## config.mk

```make
export PLATFORM = sky130hd
export DESIGN_NAME = poly_arpeggiator
export DESIGN_NICKNAME = d
export VERILOG_FILES = /design/src/rtl/poly_arpeggiator.sv
export SDC_FILE = /design/constraint.sdc
export NUM_CORES = 1
export LEC_CHECK = 0
export CORE_UTILIZATION = 38
export CTS_CLUSTER_SIZE = 14
export DETAILED_ROUTE_END_ITERATION = 12
export PLACE_DENSITY = 0.61
export SLEW_MARGIN = 20
export SYNTH_ARGS = -nofsm -noshare
export SYNTH_HDL_FRONTEND = slang
export SYNTH_SLANG_ARGS = --single-unit
```

## constraint.sdc

```tcl
create_clock -name Clk -period 6.5 [get_ports Clk]
set_input_delay 0.65 -clock Clk [delete_from_list [all_inputs] [get_ports Clk]]
set_output_delay 0.65 -clock Clk [all_outputs]
set_load 0.05 [all_outputs]
```

## src/rtl/poly_arpeggiator.sv

```systemverilog
// poly_arpeggiator: steps through held keys (up/down/ping-pong/random) and drives one-hot voice gates.
// Define ARP_HOLD_EN to add the hold input and the latched key register.
module poly_arpeggiator #(
    parameter int          NUM_KEYS  = 8,
    parameter int          CNT_W     = 16,
    parameter logic [15:0] LFSR_SEED = 16'hACE1
) (
    input  logic                        Clk,
    input  logic                        Reset_n,
    input  logic                        enable,
    input  logic [1:0]                  mode,
    input  logic [NUM_KEYS-1:0]         keys,
    input  logic [CNT_W-1:0]            step_time,
    input  logic [CNT_W-1:0]            gate_len,
`ifdef ARP_HOLD_EN
    input  logic                        hold,
`endif
    output logic [NUM_KEYS-1:0]         gates,
    output logic                        step,
    output logic [$clog2(NUM_KEYS)-1:0] cur_idx
);

    localparam int IW = $clog2(NUM_KEYS);

    localparam logic [0:0] STATE_IDLE = 1'b0;
    localparam logic [0:0] STATE_RUN  = 1'b1;

    localparam logic [1:0] MODE_UP   = 2'b00;
    localparam logic [1:0] MODE_DOWN = 2'b01;
    localparam logic [1:0] MODE_PING = 2'b10;
    localparam logic [1:0] MODE_RAND = 2'b11;

    localparam logic DIR_UP   = 1'b0;
    localparam logic DIR_DOWN = 1'b1;

    // Circular search upward from 'from', that position included. Caller guarantees a set bit.
    function automatic logic [IW-1:0] circ_up(input logic [NUM_KEYS-1:0] set, input int from);
        logic [IW-1:0] res;
        logic [IW-1:0] pidx;
        int            pos;
        res = {IW{1'b0}};
        for (int k = NUM_KEYS - 1; k >= 0; k--) begin
            pos  = (from + k) % NUM_KEYS;
            pidx = pos[IW-1:0];
            if (set[pidx]) begin
                res = pidx;
            end
        end
        return res;
    endfunction

    // Circular search downward from 'from' (from >= NUM_KEYS-1 keeps the modulo non-negative).
    function automatic logic [IW-1:0] circ_down(input logic [NUM_KEYS-1:0] set, input int from);
        logic [IW-1:0] res;
        logic [IW-1:0] pidx;
        int            pos;
        res = {IW{1'b0}};
        for (int k = NUM_KEYS - 1; k >= 0; k--) begin
            pos  = (from - k) % NUM_KEYS;
            pidx = pos[IW-1:0];
            if (set[pidx]) begin
                res = pidx;
            end
        end
        return res;
    endfunction

    // Nearest set bit strictly above 'cur', no wrap; MSB of the result is the found flag.
    function automatic logic [IW:0] lin_up(input logic [NUM_KEYS-1:0] set, input int cur);
        logic [IW:0]   res;
        logic [IW-1:0] pidx;
        res = {(IW + 1){1'b0}};
        for (int p = NUM_KEYS - 1; p >= 0; p--) begin
            pidx = p[IW-1:0];
            if ((p > cur) && set[pidx]) begin
                res = {1'b1, pidx};
            end
        end
        return res;
    endfunction

    // Nearest set bit strictly below 'cur', no wrap; MSB of the result is the found flag.
    function automatic logic [IW:0] lin_down(input logic [NUM_KEYS-1:0] set, input int cur);
        logic [IW:0]   res;
        logic [IW-1:0] pidx;
        res = {(IW + 1){1'b0}};
        for (int p = 0; p < NUM_KEYS; p++) begin
            pidx = p[IW-1:0];
            if ((p < cur) && set[pidx]) begin
                res = {1'b1, pidx};
            end
        end
        return res;
    endfunction

    function automatic logic [NUM_KEYS-1:0] onehot(input logic [IW-1:0] idx);
        logic [NUM_KEYS-1:0] one;
        one = {{(NUM_KEYS - 1){1'b0}}, 1'b1};
        return one << idx;
    endfunction

    // Fibonacci LFSR, taps x^16+x^14+x^13+x^11.
    function automatic logic [15:0] lfsr_step(input logic [15:0] v);
        return {v[0] ^ v[2] ^ v[3] ^ v[5], v[15:1]};
    endfunction

    logic [0:0]          state_r,   state_nx_s;
    logic [CNT_W-1:0]    cnt_r,     cnt_nx_s;
    logic                dir_r,     dir_nx_s;
    logic [15:0]         lfsr_r,    lfsr_nx_s;
    logic [IW-1:0]       cur_idx_r, idx_nx_s;
    logic                start_r,   start_nx_s;
    logic [NUM_KEYS-1:0] gates_r,   gates_nx_s;
    logic                step_r,    step_nx_s;

    logic [NUM_KEYS-1:0] active_s;
    logic                any_s;
    logic [IW-1:0]       pick_s;
    logic                pick_dir_s;
    logic [IW:0]         fwd_s;
    logic [IW:0]         back_s;

`ifdef ARP_HOLD_EN
    logic [NUM_KEYS-1:0] lat_r;

    // Latch accumulates every pressed key while hold is asserted and clears otherwise.
    always_ff @(posedge Clk or negedge Reset_n) begin
        if (!Reset_n) begin
            lat_r <= {NUM_KEYS{1'b0}};
        end else if (hold) begin
            lat_r <= lat_r | keys;
        end else begin
            lat_r <= {NUM_KEYS{1'b0}};
        end
    end

    // Active set comes from the latch under hold, from the live keys otherwise.
    always_comb begin
        if (hold) begin
            active_s = lat_r;
        end else begin
            active_s = keys;
        end
    end
`else
    // Active set is the live key vector.
    always_comb begin
        active_s = keys;
    end
`endif

    assign any_s = |active_s;

    // Choose the key the next step event lands on, and the ping-pong direction that goes with it.
    always_comb begin
        pick_s     = cur_idx_r;
        pick_dir_s = dir_r;
        fwd_s      = {(IW + 1){1'b0}};
        back_s     = {(IW + 1){1'b0}};
        case (mode)
            MODE_UP: begin
                if (start_r) begin
                    pick_s = circ_up(active_s, 0);
                end else begin
                    pick_s = circ_up(active_s, int'(cur_idx_r) + 1);
                end
            end
            MODE_DOWN: begin
                if (start_r) begin
                    pick_s = circ_down(active_s, NUM_KEYS - 1);
                end else begin
                    pick_s = circ_down(active_s, int'(cur_idx_r) + NUM_KEYS - 1);
                end
            end
            MODE_PING: begin
                if (dir_r == DIR_UP) begin
                    fwd_s  = lin_up(active_s, int'(cur_idx_r));
                    back_s = lin_down(active_s, int'(cur_idx_r));
                end else begin
                    fwd_s  = lin_down(active_s, int'(cur_idx_r));
                    back_s = lin_up(active_s, int'(cur_idx_r));
                end
                if (start_r) begin
                    pick_s     = circ_up(active_s, 0);
                    pick_dir_s = DIR_UP;
                end else if (fwd_s[IW]) begin
                    pick_s = fwd_s[IW-1:0];
                end else if (back_s[IW]) begin
                    // Ran off the end: bounce without repeating the endpoint.
                    pick_s     = back_s[IW-1:0];
                    pick_dir_s = ~dir_r;
                end else begin
                    pick_s = cur_idx_r;
                end
            end
            MODE_RAND: begin
                pick_s = circ_up(active_s, int'(lfsr_r[IW-1:0]) % NUM_KEYS);
            end
            default: begin
                pick_s = cur_idx_r;
            end
        endcase
    end

    // Sequencer next state: pass-through, idle wait, or stepping with the gate timer.
    always_comb begin
        state_nx_s = state_r;
        cnt_nx_s   = cnt_r;
        dir_nx_s   = dir_r;
        lfsr_nx_s  = lfsr_r;
        idx_nx_s   = cur_idx_r;
        start_nx_s = start_r;
        step_nx_s  = 1'b0;
        gates_nx_s = {NUM_KEYS{1'b0}};
        if (!enable) begin
            state_nx_s = STATE_IDLE;
            cnt_nx_s   = {CNT_W{1'b0}};
            dir_nx_s   = DIR_UP;
            start_nx_s = 1'b0;
            gates_nx_s = keys;
        end else if (state_r == STATE_IDLE) begin
            cnt_nx_s = {CNT_W{1'b0}};
            if (any_s) begin
                state_nx_s = STATE_RUN;
                start_nx_s = 1'b1;
            end else begin
                state_nx_s = STATE_IDLE;
                start_nx_s = 1'b0;
            end
        end else if (!any_s) begin
            state_nx_s = STATE_IDLE;
            cnt_nx_s   = {CNT_W{1'b0}};
            start_nx_s = 1'b0;
        end else begin
            // >= so a step_time lowered below cnt still wraps on the next cycle.
            if (start_r || (cnt_r >= step_time)) begin
                step_nx_s  = 1'b1;
                cnt_nx_s   = {CNT_W{1'b0}};
                idx_nx_s   = pick_s;
                dir_nx_s   = pick_dir_s;
                start_nx_s = 1'b0;
                if (mode == MODE_RAND) begin
                    lfsr_nx_s = lfsr_step(lfsr_r);
                end else begin
                    lfsr_nx_s = lfsr_r;
                end
            end else begin
                cnt_nx_s = cnt_r + {{(CNT_W - 1){1'b0}}, 1'b1};
            end
            gates_nx_s = onehot(idx_nx_s) & active_s & {NUM_KEYS{cnt_nx_s < gate_len}};
        end
    end

    // State and output registers.
    always_ff @(posedge Clk or negedge Reset_n) begin
        if (!Reset_n) begin
            state_r   <= STATE_IDLE;
            cnt_r     <= {CNT_W{1'b0}};
            dir_r     <= DIR_UP;
            lfsr_r    <= LFSR_SEED;
            cur_idx_r <= {IW{1'b0}};
            start_r   <= 1'b0;
            gates_r   <= {NUM_KEYS{1'b0}};
            step_r    <= 1'b0;
        end else begin
            state_r   <= state_nx_s;
            cnt_r     <= cnt_nx_s;
            dir_r     <= dir_nx_s;
            lfsr_r    <= lfsr_nx_s;
            cur_idx_r <= idx_nx_s;
            start_r   <= start_nx_s;
            gates_r   <= gates_nx_s;
            step_r    <= step_nx_s;
        end
    end

    assign gates   = gates_r;
    assign step    = step_r;
    assign cur_idx = cur_idx_r;

endmodule

```

# Yosys cells after proc, flatten, opt, wreduce, memory -nomap -nowiden
# Index checks and enable logic that the tools add are counted.
dict set report op_classes {
  magnitude_cmp 40
  add_sub_neg 25
  n_eq_ne 10
  div_mod_pow 0
  multipliers 0
  bitwise 6
  shifts 1
  muxes 143
  reduce_logical 20
}
# operator count
set ops {}
lappend ops {{$mux W3} 47}
lappend ops {{$mux W16} 7}
lappend ops {{$lt A3 B4 Y1 const B} 24}
lappend ops {{$bmux W1 S3} 24}
lappend ops {{$mux W4} 18}
lappend ops {{$mux W1} 43}
lappend ops {{$add A3 B3 Y3 const B} 8}
lappend ops {{$mux W8} 3}
lappend ops {{$add A16 B1 Y16 const B} 1}
lappend ops {{$and A8 B8 Y8} 2}
lappend ops {{$ge A16 B16 Y1} 1}
lappend ops {{$lt A16 B16 Y1} 1}
lappend ops {{$logic_and A1 B1 Y1} 14}
lappend ops {{$add A3 B1 Y3 const B} 4}
lappend ops {{$add A3 B2 Y3 const B} 4}
lappend ops {{$gt A3 B3 Y1 const A} 4}
lappend ops {{$pmux W3 S4} 1}
lappend ops {{$sub A3 B3 Y3 const B} 4}
lappend ops {{$lt A3 B3 Y1 const A} 3}
lappend ops {{$ne A2 B1 Y1 const B} 4}
lappend ops {{$reduce_or A8 Y1} 1}
lappend ops {{$shl A1 B3 Y8 const A} 1}
lappend ops {{$gt A2 B3 Y1 const A} 2}
lappend ops {{$lt A1 B3 Y1 const A} 2}
lappend ops {{16 further kinds} 22}
dict set report word_totals {
  memories 0
  rom_bits 0
  output_inout_bits 12
  ff_bits 47
  mem_bits_rw 0
  latchBits 0
}

# Depth between registers and ports, before layout
dict set report logic_depth {
  depth_word 25
  ltp_mapped 21
  ltp_nobuf 19
}

# Least setup slack after synthesis
# No wires, ideal clock.
dict set report synth_path {
  path_kind {reg2reg}
  startpoint {register cur_idx_r[0] (netlist: cur_idx[0])}
  endpoint {register gates_r[0] (netlist: gates[0])}
  stages_incl_launch_ff 18
  required_time_ns 6.364
  t_arrival_ns 4.116
  slack_ns 2.248
  setup_time_ns 0.136
  path_cell_list {dfrtp_1 buf_6 buf_2 inv_1 clkbuf_1 ha_1 buf_2 mux4_2 buf_2 mux2i_1 o21ai_0 o21ai_1 mux2i_1 a211o_1 o31a_1 o22ai_4 nand3b_1 a21oi_1}
}
dict set report synth_via {
  elab_chain_cells 25
  word_cells_on_any_way 127
  classes_between {add/sub (17); order compare (14); shift (1); mux (79); bitwise (2); reduce/logical (14)}
}
# element line_no
set synth_rtl {}
lappend synth_rtl {{start: declaration} 111} ;# logic [IW-1:0] cur_idx_r, idx_nx_s;
lappend synth_rtl {{start signal: assignment} 261} ;# cur_idx_r <= {IW{1'b0}};
lappend synth_rtl {{start signal: assignment} 270} ;# cur_idx_r <= idx_nx_s;
lappend synth_rtl {{$add A3 B1 Y3 (tied with other cells)} 172} ;# pick_s = circ_down(active_s, int'(cur_idx_r) + NUM_KEYS - 1);
lappend synth_rtl {{$sub A3 B1 Y3 (tied with other cells)} 172}
lappend synth_rtl {{$sub A3 B1 Y3 (tied with other cells)} 59} ;# pos = (from - k) % NUM_KEYS;
lappend synth_rtl {{$bmux W1 S3 (tied with other cells)} 61} ;# if (set[pidx]) begin
lappend synth_rtl {{$mux W1 (not written as such) (tied with other cells)} 61}
lappend synth_rtl {{$mux W3 (tied with other cells) (4 in series)} 61}
lappend synth_rtl {{$mux W3 or $mux W4 (tied branches)} {61, 176}}
lappend synth_rtl {{$mux W3 or $mux W4 (tied branches)} {61, 160}}
lappend synth_rtl {{[... 6 more ...]} n/a}
lappend synth_rtl {{$mux W3 *} 221} ;# end else if (state_r == STATE_IDLE) begin
lappend synth_rtl {{$mux W3 *} 215} ;# if (!enable) begin
lappend synth_rtl {{$shl A1 B3 Y8 *} 99} ;# return one << idx;
lappend synth_rtl {{$and A8 B8 Y8 * (2 in series)} 250} ;# gates_nx_s = onehot(idx_nx_s) & active_s & {NUM_KEYS{cnt_nx_s < gate_len}};
lappend synth_rtl {{$mux W8 *} 230} ;# end else if (!any_s) begin
lappend synth_rtl {{$mux W8 *} 221}
lappend synth_rtl {{$mux W8 *} 215}
lappend synth_rtl {{net gates_nx_s[0]} 113} ;# logic [NUM_KEYS-1:0] gates_r, gates_nx_s;
lappend synth_rtl {{end signal: assignment} 263} ;# gates_r <= {NUM_KEYS{1'b0}};
lappend synth_rtl {{end signal: assignment} 272} ;# gates_r <= gates_nx_s;
lappend synth_rtl {{end: declaration} 113}
# The timed path passes the listed nets; every way through them passes the cells marked *. The select of a mux whose other input is x is not followed.
# A chain may end at the register's enable or synchronous reset.

# Worst setup path in the final report
dict set report layout_path {
  startpoint {input port step_time[14]}
  endpoint {register gates_r[3] (netlist: gates[3])}
}
dict set report layout_via {
  elab_chain_cells 12
  word_cells_on_any_way 17
  classes_between {order compare (2); shift (1); mux (11); bitwise (2); reduce/logical (1)}
}
# element line_no
set layout_rtl {}
lappend layout_rtl {{start: declaration} 13} ;# input logic [CNT_W-1:0] step_time,
lappend layout_rtl {{$ge A16 B16 Y1 *} 236} ;# if (start_r || (cnt_r >= step_time)) begin
lappend layout_rtl {{$logic_or A1 B1 Y1 *} 236}
lappend layout_rtl {{parallel branches: the longest is 6 deep, another holds $lt A16 B16 Y1} n/a}
lappend layout_rtl {{$and A8 B8 Y8 *} 250}
lappend layout_rtl {{$mux W8 *} 230}
lappend layout_rtl {{$mux W8 *} 221}
lappend layout_rtl {{$mux W8 *} 215}
lappend layout_rtl {{net gates_nx_s[3]} 113}
# Mark *: on every way through the listed nets, which the timed path passes. The select of a mux whose other input is x is not followed.

==> flow_summary.yaml <==
critical_path:
  critPathKind: "in2reg"
  cp-end-kind: "register"
  start_kind: "input pin"
  arrival_ps: 4870
  crit_required_ps: 6710
  r2r_slack_ps: 2040
  path_max_fanout: 23
drt:
  routed_wl_um: 16600
  dr_total_vias: 5478
  drtAntennaViolNets: 0
  viasPerCell: 6.13
  drc: 0
  dr.pass1.iters: 5
  drt_iter0_drc: 387
  wl_per_cell_um: 18.6
clock_tree:
  clockBufferDepth: 2
  cts_resized: 0
  cts.sinks: 47
  cts_hold_buf: 0
  cts_buffers: 5
  post_cts_buffers: 0
  cts_root_buf: "clkbuf_16"
  clkTransAtPathRegs_ps: 70
  ctsHtreeMaxLevel: 2
  cts_tree: "yes"
  clk_latency_ps: 290
synth:
  syn_avg_cell_area_um2: 8.47
  synthArstFlopShare_pct: 100
  syn_area_um2: 5850
  synth_edf_count: 0
  synth_cells: 691
  synth_top_area_share_pct: 16.7
  yosys.cell_types.count: 78
  ys_seq_area_share_pct: 20.3
  synth_area_leaders: "dfrtp_1 17%, ha_1 9.0%, mux4_2 8.1%, mux2_2 5.8%, a21oi_1 4.2%"
  yosysTopAreaCell: "dfrtp_1"
  ys_warn_count: 0
  syn_nets: 778
  yosysMostFrequentCell: "nor2_1"
  synthTopCellsByCount: "57 x nor2_1, 52 x inv_1, 49 x a21oi_1"
  ys.flop_type: "dfrtp_1"
  ys_ff_latch: 47
die:
  start_util_pct: 39.6
  core_um2: 14800
  chipHeight_um: 126
  chipWidth_um: 126
  die_area_um2: 15900
  io_pins: 57
  row_count: 44
power_and_ir_drop:
  vdd_drop_max_mv: 0.162
  p_leak_uw: 0.00286
  power_density_nw_per_um2: 391
grt:
  grt_use_total_pct: 21.3
  antenna_found_initial: 0
  grt_first_pass_wirelength_um: 27600
  grt_pass1_vias: 5368
  overflow: 0
  grt_max_degree: 48
sta:
  skew_ps: 8.79
  tightest_slew_ps: 1050
  setup_viol_count_final: 0
  post-route-period-util_pct: 71.7
  slew_violations: 0
  max_slew_margin_pct: 29.8
  post-route-min-period_ps: 4660
  rsz0062_at_grt: "no"
  tns_ps: 0
  timing.hold.ws_ps: 355
  layout_setup_ws_ps: 1840
  hold_viol: 0
  max_freq_mhz: 215
cells_and_area:
  layout-drive-gt1-share_pct: 12.7
  n_antenna_cell: 0
  fillers: 1466
  nets: 796
  final-seq-area_um2: 1190
  syn_to_final_growth_pct: 12.7
  multi_input_area_um2: 4210
  final_area_um2: 6590
placement:
  place_hpwl_um: 12100
  gp_congestion: 0.898
  pre_cts_ws_ps: 1580
  portBuffers: 56
  dpl-instance-area_um2: 6430
run:
  maxCapViolations: 0
min_path:
  min_path_type: "in2async"
outcome:
  status: "complete, no violations"
[logic make-up after synthesis]
logic type | after synthesis | share of synthesized area [%]
compound gates | 187 | 21.8
xor+xnor | 29 | 4.86
fa+ha+maj | 42 | 8.98
buf+inv | 106 | 7.89
flops | 47 | 20.3
mux | 77 | 19.3
simple gates | 203 | 16.9
[metrics by stage]
stage / util [%] / instances / total power, µW
floorplan: - / 691 / 1880
global placement: 43.6 / 886 / 2230
detailed placement: 43.6 / 886 / 2250
CTS: 44.7 / 894 / 2550
global route: 44.7 / 894 / 2770
finish: 44.7 / 894 / 2580
[critical path, stage by stage]
cell             delay, ps
clkdlybuf4s50_1        460
inv_1                   40
ha_1                   310
nand3_1                 90
nor3_1                 300
o21ai_0                170
o21ai_2                400
buf_4                  360
nor2_1                  90
ha_1                   290
a21o_1                 180
a21o_1                 170
a21o_1                 170
a21o_1                 170
a21oi_1                130
o21ai_0                 90
a31o_2                 260
nor2b_1                250
nand3_1                110
a21oi_1                170
[layer usage]
layer / wire [µm] / share of wire [%] / vias to the layer above / global-route usage (%)
met5: 0 / 0 / - / 0
met4: 287 / 1.7 / 0 / 6.02
met3: 898 / 5.4 / 25 / 2.04
met2: 7850 / 47 / 209 / 36.0
met1: 7570 / 46 / 2661 / 29.0
li1: - / - / 2583 / -
[cells in the final DEF, fill, tap and decap left out, types with 5 or more instances in the layout]
| cell type | synthesis | routed |
|---|---|---|
| nor2_1 | 57 | 57 |
| clkdlybuf4s50_1 | 0 | 55 |
| inv_1 | 52 | 52 |
| a21oi_1 | 49 | 49 |
| nand2_1 | 48 | 48 |
| ha_1 | 42 | 42 |
| dfrtp_1 | 39 | 39 |
| o21ai_0 | 31 | 31 |
| mux2_2 | 30 | 30 |
| nand3_1 | 23 | 23 |
| mux2i_1 | 22 | 22 |
| mux4_2 | 21 | 21 |
| xnor2_1 | 17 | 17 |
| nor3_1 | 15 | 15 |
| a21o_1 | 14 | 14 |
| nor2b_1 | 14 | 14 |
| o211ai_1 | 14 | 14 |
| xor2_1 | 10 | 10 |
| dfstp_2 | 8 | 8 |
| nand2b_1 | 7 | 7 |
| buf_4 | 2 | 7 |
| and3_1 | 6 | 6 |
| a21boi_0 | 6 | 6 |
| nand4_1 | 6 | 6 |
| nor4_1 | 6 | 6 |
| a31oi_1 | 5 | 5 |
| o31ai_1 | 5 | 5 |
| nand3b_1 | 5 | 5 |
| clkbuf_16 | 0 | 5 |
[registers in the layout (all words and copies together) (netlist names)]
signal and flops:
cnt_r 16, lfsr_r 16, gates 8, cur_idx 3, dir_r 1, start_r 1, state_r 1, step 1
[layout make-up]
type	instances	share of cell area (%)
Clock inverter	1	0.455
Inverter	55	3.13
Multi-Input combinational cell	538	63.8
Clock buffer	7	2.01
Sequential cell	47	18.0
Tap cell	184	3.49
Timing Repair Buffer	62	9.15
[power by group]
| group | internal (µW) | switching [µW] | leakage [µW] |
|---|---|---|---|
| Sequential | 316 | 44.4 | 0.000604 |
| Combinational | 803 | 1130 | 0.00218 |
| Clock | 182 | 106 | 0.0000781 |
[worst paths after layout]
kind                                    start   endpoint  cells past startpoint
worst max-delay path            step_time[14]   gates[3]                     20
worst min-delay path                  Reset_n  lfsr_r[4]                      1
worst max register to register     cur_idx[1]   gates[3]                     14
worst min register to register        state_r    start_r                      1
max in group asynchronous             Reset_n   cnt_r[4]                      1
min in group Clk                      state_r    start_r                      1
No activity file was read; power rests on OpenSTA's default activity.
